[config.mk]
export PLATFORM = sky130hd
export DESIGN_NAME = mul_controller
export DESIGN_NICKNAME = d
export VERILOG_FILES = /design/src/rtl/mul_pkg.sv /design/src/rtl/mul_iter_counter.sv /design/src/rtl/mul_controller.sv
export SDC_FILE = /design/constraint.sdc
export NUM_CORES = 1
export LEC_CHECK = 0
export ABC_AREA = 0
export CORE_UTILIZATION = 35
export DETAILED_ROUTE_END_ITERATION = 8
export PLACE_DENSITY = 0.64
export SYNTH_ARGS = -nofsm -noshare
export SYNTH_HDL_FRONTEND = slang
export SYNTH_SLANG_ARGS = --single-unit
[constraint.sdc]
create_clock -name clk -period 3.6 [get_ports clk]
set_clock_uncertainty 0.15 [all_clocks]
set_input_delay 0.54 -clock clk [delete_from_list [all_inputs] [get_ports clk]]
set_output_delay 0.54 -clock clk [all_outputs]
set_load 0.05 [all_outputs]
[src/rtl/mul_pkg.sv]
// Shared types and helpers for the shift-add multiplier controller.
// The state encoding and output decode live here so the FSM stays a plain next-state table.
package mul_pkg;

   localparam int unsigned MUL_WIDTH = 32;

   typedef enum logic [2:0] {
      StIdle,
      StLoad,
      StAdd,
      StShift,
      StDone
   } state_t;

   // add marks the ADD state; ALU_en/W_ctrl are gated with LSB outside the register.
   typedef struct packed {
      logic prod_load;
      logic add;
      logic srl;
      logic ready;
      logic done;
   } ctrl_t;

   function automatic int unsigned cnt_w(input int unsigned width);
      return int'($clog2(width)) + 1;
   endfunction

   function automatic ctrl_t decode(input state_t st);
      ctrl_t c;
      c = '{default: 1'b0};
      case (st)
         StIdle:  c.ready     = 1'b1;
         StLoad:  c.prod_load = 1'b1;
         StAdd:   c.add       = 1'b1;
         StShift: c.srl       = 1'b1;
         StDone: begin
            c.ready = 1'b1;
            c.done  = 1'b1;
         end
         default: c.ready     = 1'b1;
      endcase
      return c;
   endfunction

endpackage

[src/rtl/mul_iter_counter.sv]
// Iteration counter: cleared on load, bumped once per shift, flags the final iteration.
module mul_iter_counter
   import mul_pkg::*;
#(
   parameter int unsigned WIDTH = MUL_WIDTH,
   parameter int unsigned CNT_W = cnt_w(WIDTH)
) (
   input  logic clk,
   input  logic Reset,
   input  logic clr,
   input  logic inc,
   output logic last
);

   logic [CNT_W-1:0] iter_q;

   always_ff @(posedge clk) begin
      if (Reset || clr) begin
         iter_q <= '0;
      end else if (inc) begin
         iter_q <= iter_q + CNT_W'(1);
      end
   end

   assign last = (iter_q == CNT_W'(WIDTH - 1));

endmodule

[src/rtl/mul_controller.sv]
// Control FSM for the sequential shift-add multiplier: LOAD, WIDTH x (ADD, SHIFT), DONE.
// Outputs are registered from the next state; only ALU_en/W_ctrl see LSB combinationally.
module mul_controller
   import mul_pkg::*;
#(
   parameter int unsigned WIDTH = MUL_WIDTH,
   parameter int unsigned CNT_W = cnt_w(WIDTH)
) (
   input  logic clk,
   input  logic Reset,
   input  logic Run,
   input  logic LSB,
   output logic Prod_load,
   output logic ALU_en,
   output logic W_ctrl,
   output logic SRL_ctrl,
   output logic Ready,
   output logic Done
);

   state_t state_q, state_d;
   ctrl_t  ctrl_q;
   logic   last;

   mul_iter_counter #(
      .WIDTH (WIDTH),
      .CNT_W (CNT_W)
   ) u_iter_counter (
      .clk   (clk),
      .Reset (Reset),
      .clr   (state_q == StLoad),
      .inc   (state_q == StShift),
      .last  (last)
   );

   always_comb begin
      state_d = state_q;
      case (state_q)
         StIdle:  if (Run) state_d = StLoad;
         StLoad:  state_d = StAdd;
         StAdd:   state_d = StShift;
         StShift: state_d = last ? StDone : StAdd;
         StDone:  state_d = Run ? StLoad : StIdle;
         default: state_d = StIdle;
      endcase
   end

   always_ff @(posedge clk) begin
      if (Reset) begin
         state_q <= StIdle;
         ctrl_q  <= decode(StIdle);
      end else begin
         state_q <= state_d;
         ctrl_q  <= decode(state_d);
      end
   end

   assign Prod_load = ctrl_q.prod_load;
   assign ALU_en    = ctrl_q.add & LSB;
   assign W_ctrl    = ctrl_q.add & LSB;
   assign SRL_ctrl  = ctrl_q.srl;
   assign Ready     = ctrl_q.ready;
   assign Done      = ctrl_q.done;

endmodule

==> impl_metrics.yaml <==
hold_path:
  hold_class: "reg2reg"
run_status:
  status: "finished clean"
critical_path:
  worst-endpoint-required_ps: 2910
  critPathLaunchType: "primary input"
  crit_arrival_ps: 1900
  path_class: "in2out"
  end_kind: "primary output"
  crit_fanout: 2
power_and_ir_drop:
  pwr_density_cell_nw_per_um2: 443
  ir_worst_vdd_mv: 0.229
  total_leakage_power_nw: 0.231
  p_total_mw: 0.311
place:
  portBuffers: 9
  place_congestion: 0.745
  hpwl_um: 697
  dp.cells: 82
synthesis:
  synth_fa_ha_area_share_pct: 2.14
  synth_seq_area_share_pct: 48.0
  ys_top_cells_by_area: "dfxtp_1, a21oi_1, or4_1"
  syn_nets: 67
  synth_compound_area_share_pct: 11.3
  synth_top_family_by_area: "simple AND/OR/NAND/NOR gates"
  mappedNetlistArea_um2: 584
  ys_types: 26
  synthSimpleGateAreaFrac_pct: 33.8
  ys_seq_elements: 14
  synth_cells: 62
  avgSynthCellArea_um2: 9.42
  yosysTopAreaCellShare_pct: 48.0
  synth_mux_area_share_pct: 0
  yosysTopAreaCell: "dfxtp_1"
  synth_xor_area_share_pct: 0
  synth_warnings: 0
timing:
  finalCritPeriodShare_pct: 72.1
  fin_tns_setup_ps: 0
  setup_violations: 0
  fin_crit_ps: 2590
  hold_violations: 0
  drv_slew: 0
  rsz0062_at_grt: "no"
  hold_ws_ps: 346
  tightest_slew_ps: 529
  slew_headroom_pct: 64.6
  fmax_mhz: 385
layout:
  layout-drive-gt1-share_pct: 8.57
  final_common_cell: "dfxtp_1"
  syn2layout_area_growth_pct: 20.3
  fill_cells: 145
  final_cell_mix: "dfxtp_1, clkdlybuf4s50_1, a21oi_1"
  fin_nets: 76
  fin_cells: 86
  diodes: 0
clock_tree:
  cts_hold_buffers: 0
  cts_sinks: 14
  cts-root-buf: "clkbuf_4"
  clk_latency_ps: 280
  cts_inserted_buffers: 3
  cts_tree: "built"
  cts_setup_buffers: 0
  cts_resized: 0
  cts_buffer_depth: 2
  htreeDepth: 1
  clk_pin_slew_ps: 80
route:
  met2_length_um: 457
  drcViolationCount: 0
  drtAntennaViolNets: 0
  m1WireLength_um: 485
  top_layer_used: "met4"
  dr_wl_met3_um: 44
  vias_per_cell: 5.72
  drtPass1Iterations: 4
  wire_per_inst_um: 11.8
  vias: 492
  routed_wirelength_um: 1010
  drt_iter0_drc: 15
floorplan:
  io_pins: 10
  coreArea_um2: 1540
  rows: 14
  die_area_um2: 1840
  die_width_um: 42.9
  die_height_um: 42.9
  initial_core_util_pct: 37.9
grt:
  grt_pass1_vias: 394
  grt_usage_pct: 12.8
  overflow: 0
  grt_max_degree: 18
  grt_pass1_wl_um: 1690
  antenna_found_initial: 0
flow_run:
  maxCapViolCount: 0
[cells in the mapped netlist]
cell / count
nand3b_1: 2
or2b_1: 1
nor2b_1: 1
dfxtp_1: 14
a31oi_1: 1
ha_1: 1
o21ai_0: 2
nor4b_1: 2
nor3_1: 3
nand2b_1: 1
nand3_1: 2
or3b_2: 2
buf_4: 2
nor2_1: 4
or4_1: 3
a2111oi_0: 2
and2_1: 1
nand4_1: 2
nor4bb_1: 1
nand2_1: 3
nor3b_1: 1
clkbuf_1: 2
nand4b_1: 2
o211ai_1: 1
a21oi_1: 5
buf_2: 1
[cell families (layout without fill, tap and decap cells)]
logic type               Yosys count  in the layout
AND/OR/NAND/NOR                   31             31
buffers and inverters              5             13
adder cells (fa/ha/maj)            1              1
flip-flops                        14             14
AO/OA/AOI/OAI                     11             11
[metrics by stage]
step,cell area [µm²],util [%],worst slack [ps]
floorplan,584,-,1650
global placement,667,43.3,1000
detailed placement,667,43.3,1000
CTS,703,45.6,1000
global route,703,45.6,976
finish,703,45.6,1010
[cell type report]
cell class,count,area (µm²),share of cell area (%)
Sequential cell,14,280,39.9
Multi-Input combinational cell,43,277,39.3
Tap cell,16,20.0,2.85
Clock buffer,4,36.3,5.16
Timing Repair Buffer,9,90.1,12.8
[worst max-delay path, stage by stage]
cell and delay (ps):
clkdlybuf4s50_1 440, and2_1 120, clkdlybuf4s50_1 800
[where the power goes]
part	internal, mW	leakage (nW)	switching (mW)	total [mW]
sequential	0.160	0.114	0.00630	0.166
clock	0.0615	0.0210	0.0495	0.111
combinational	0.0136	0.0955	0.0205	0.0341
total	0.235	0.231	0.0763	0.311
[state kept, by name (all words and copies together) (netlist names)]
register,cells
Done,1
state_q,3
ctrl_q,1
Ready,1
SRL_ctrl,1
Prod_load,1
u_iter_counter.iter_q,6
[routing by layer]
metal	track usage, %	vias up
li1	-	248
met1	16.3	227
met2	17.6	13
met3	2.98	4
met4	11.3	0
met5	0	-
[path summary, 6_finish.rpt]
| kind | cells past startpoint | start | end | slack (ps) |
|---|---|---|---|---|
| min reg2reg | 2 | u_iter_counter.iter_q[1] | u_iter_counter.iter_q[1] | 350 |
| min | 2 | u_iter_counter.iter_q[1] | u_iter_counter.iter_q[1] | 350 |
| max reg2reg | 3 | state_q[1] | Done | 1910 |
| max | 3 | LSB | W_ctrl | 1010 |
(Power assumes the default switching activity.)
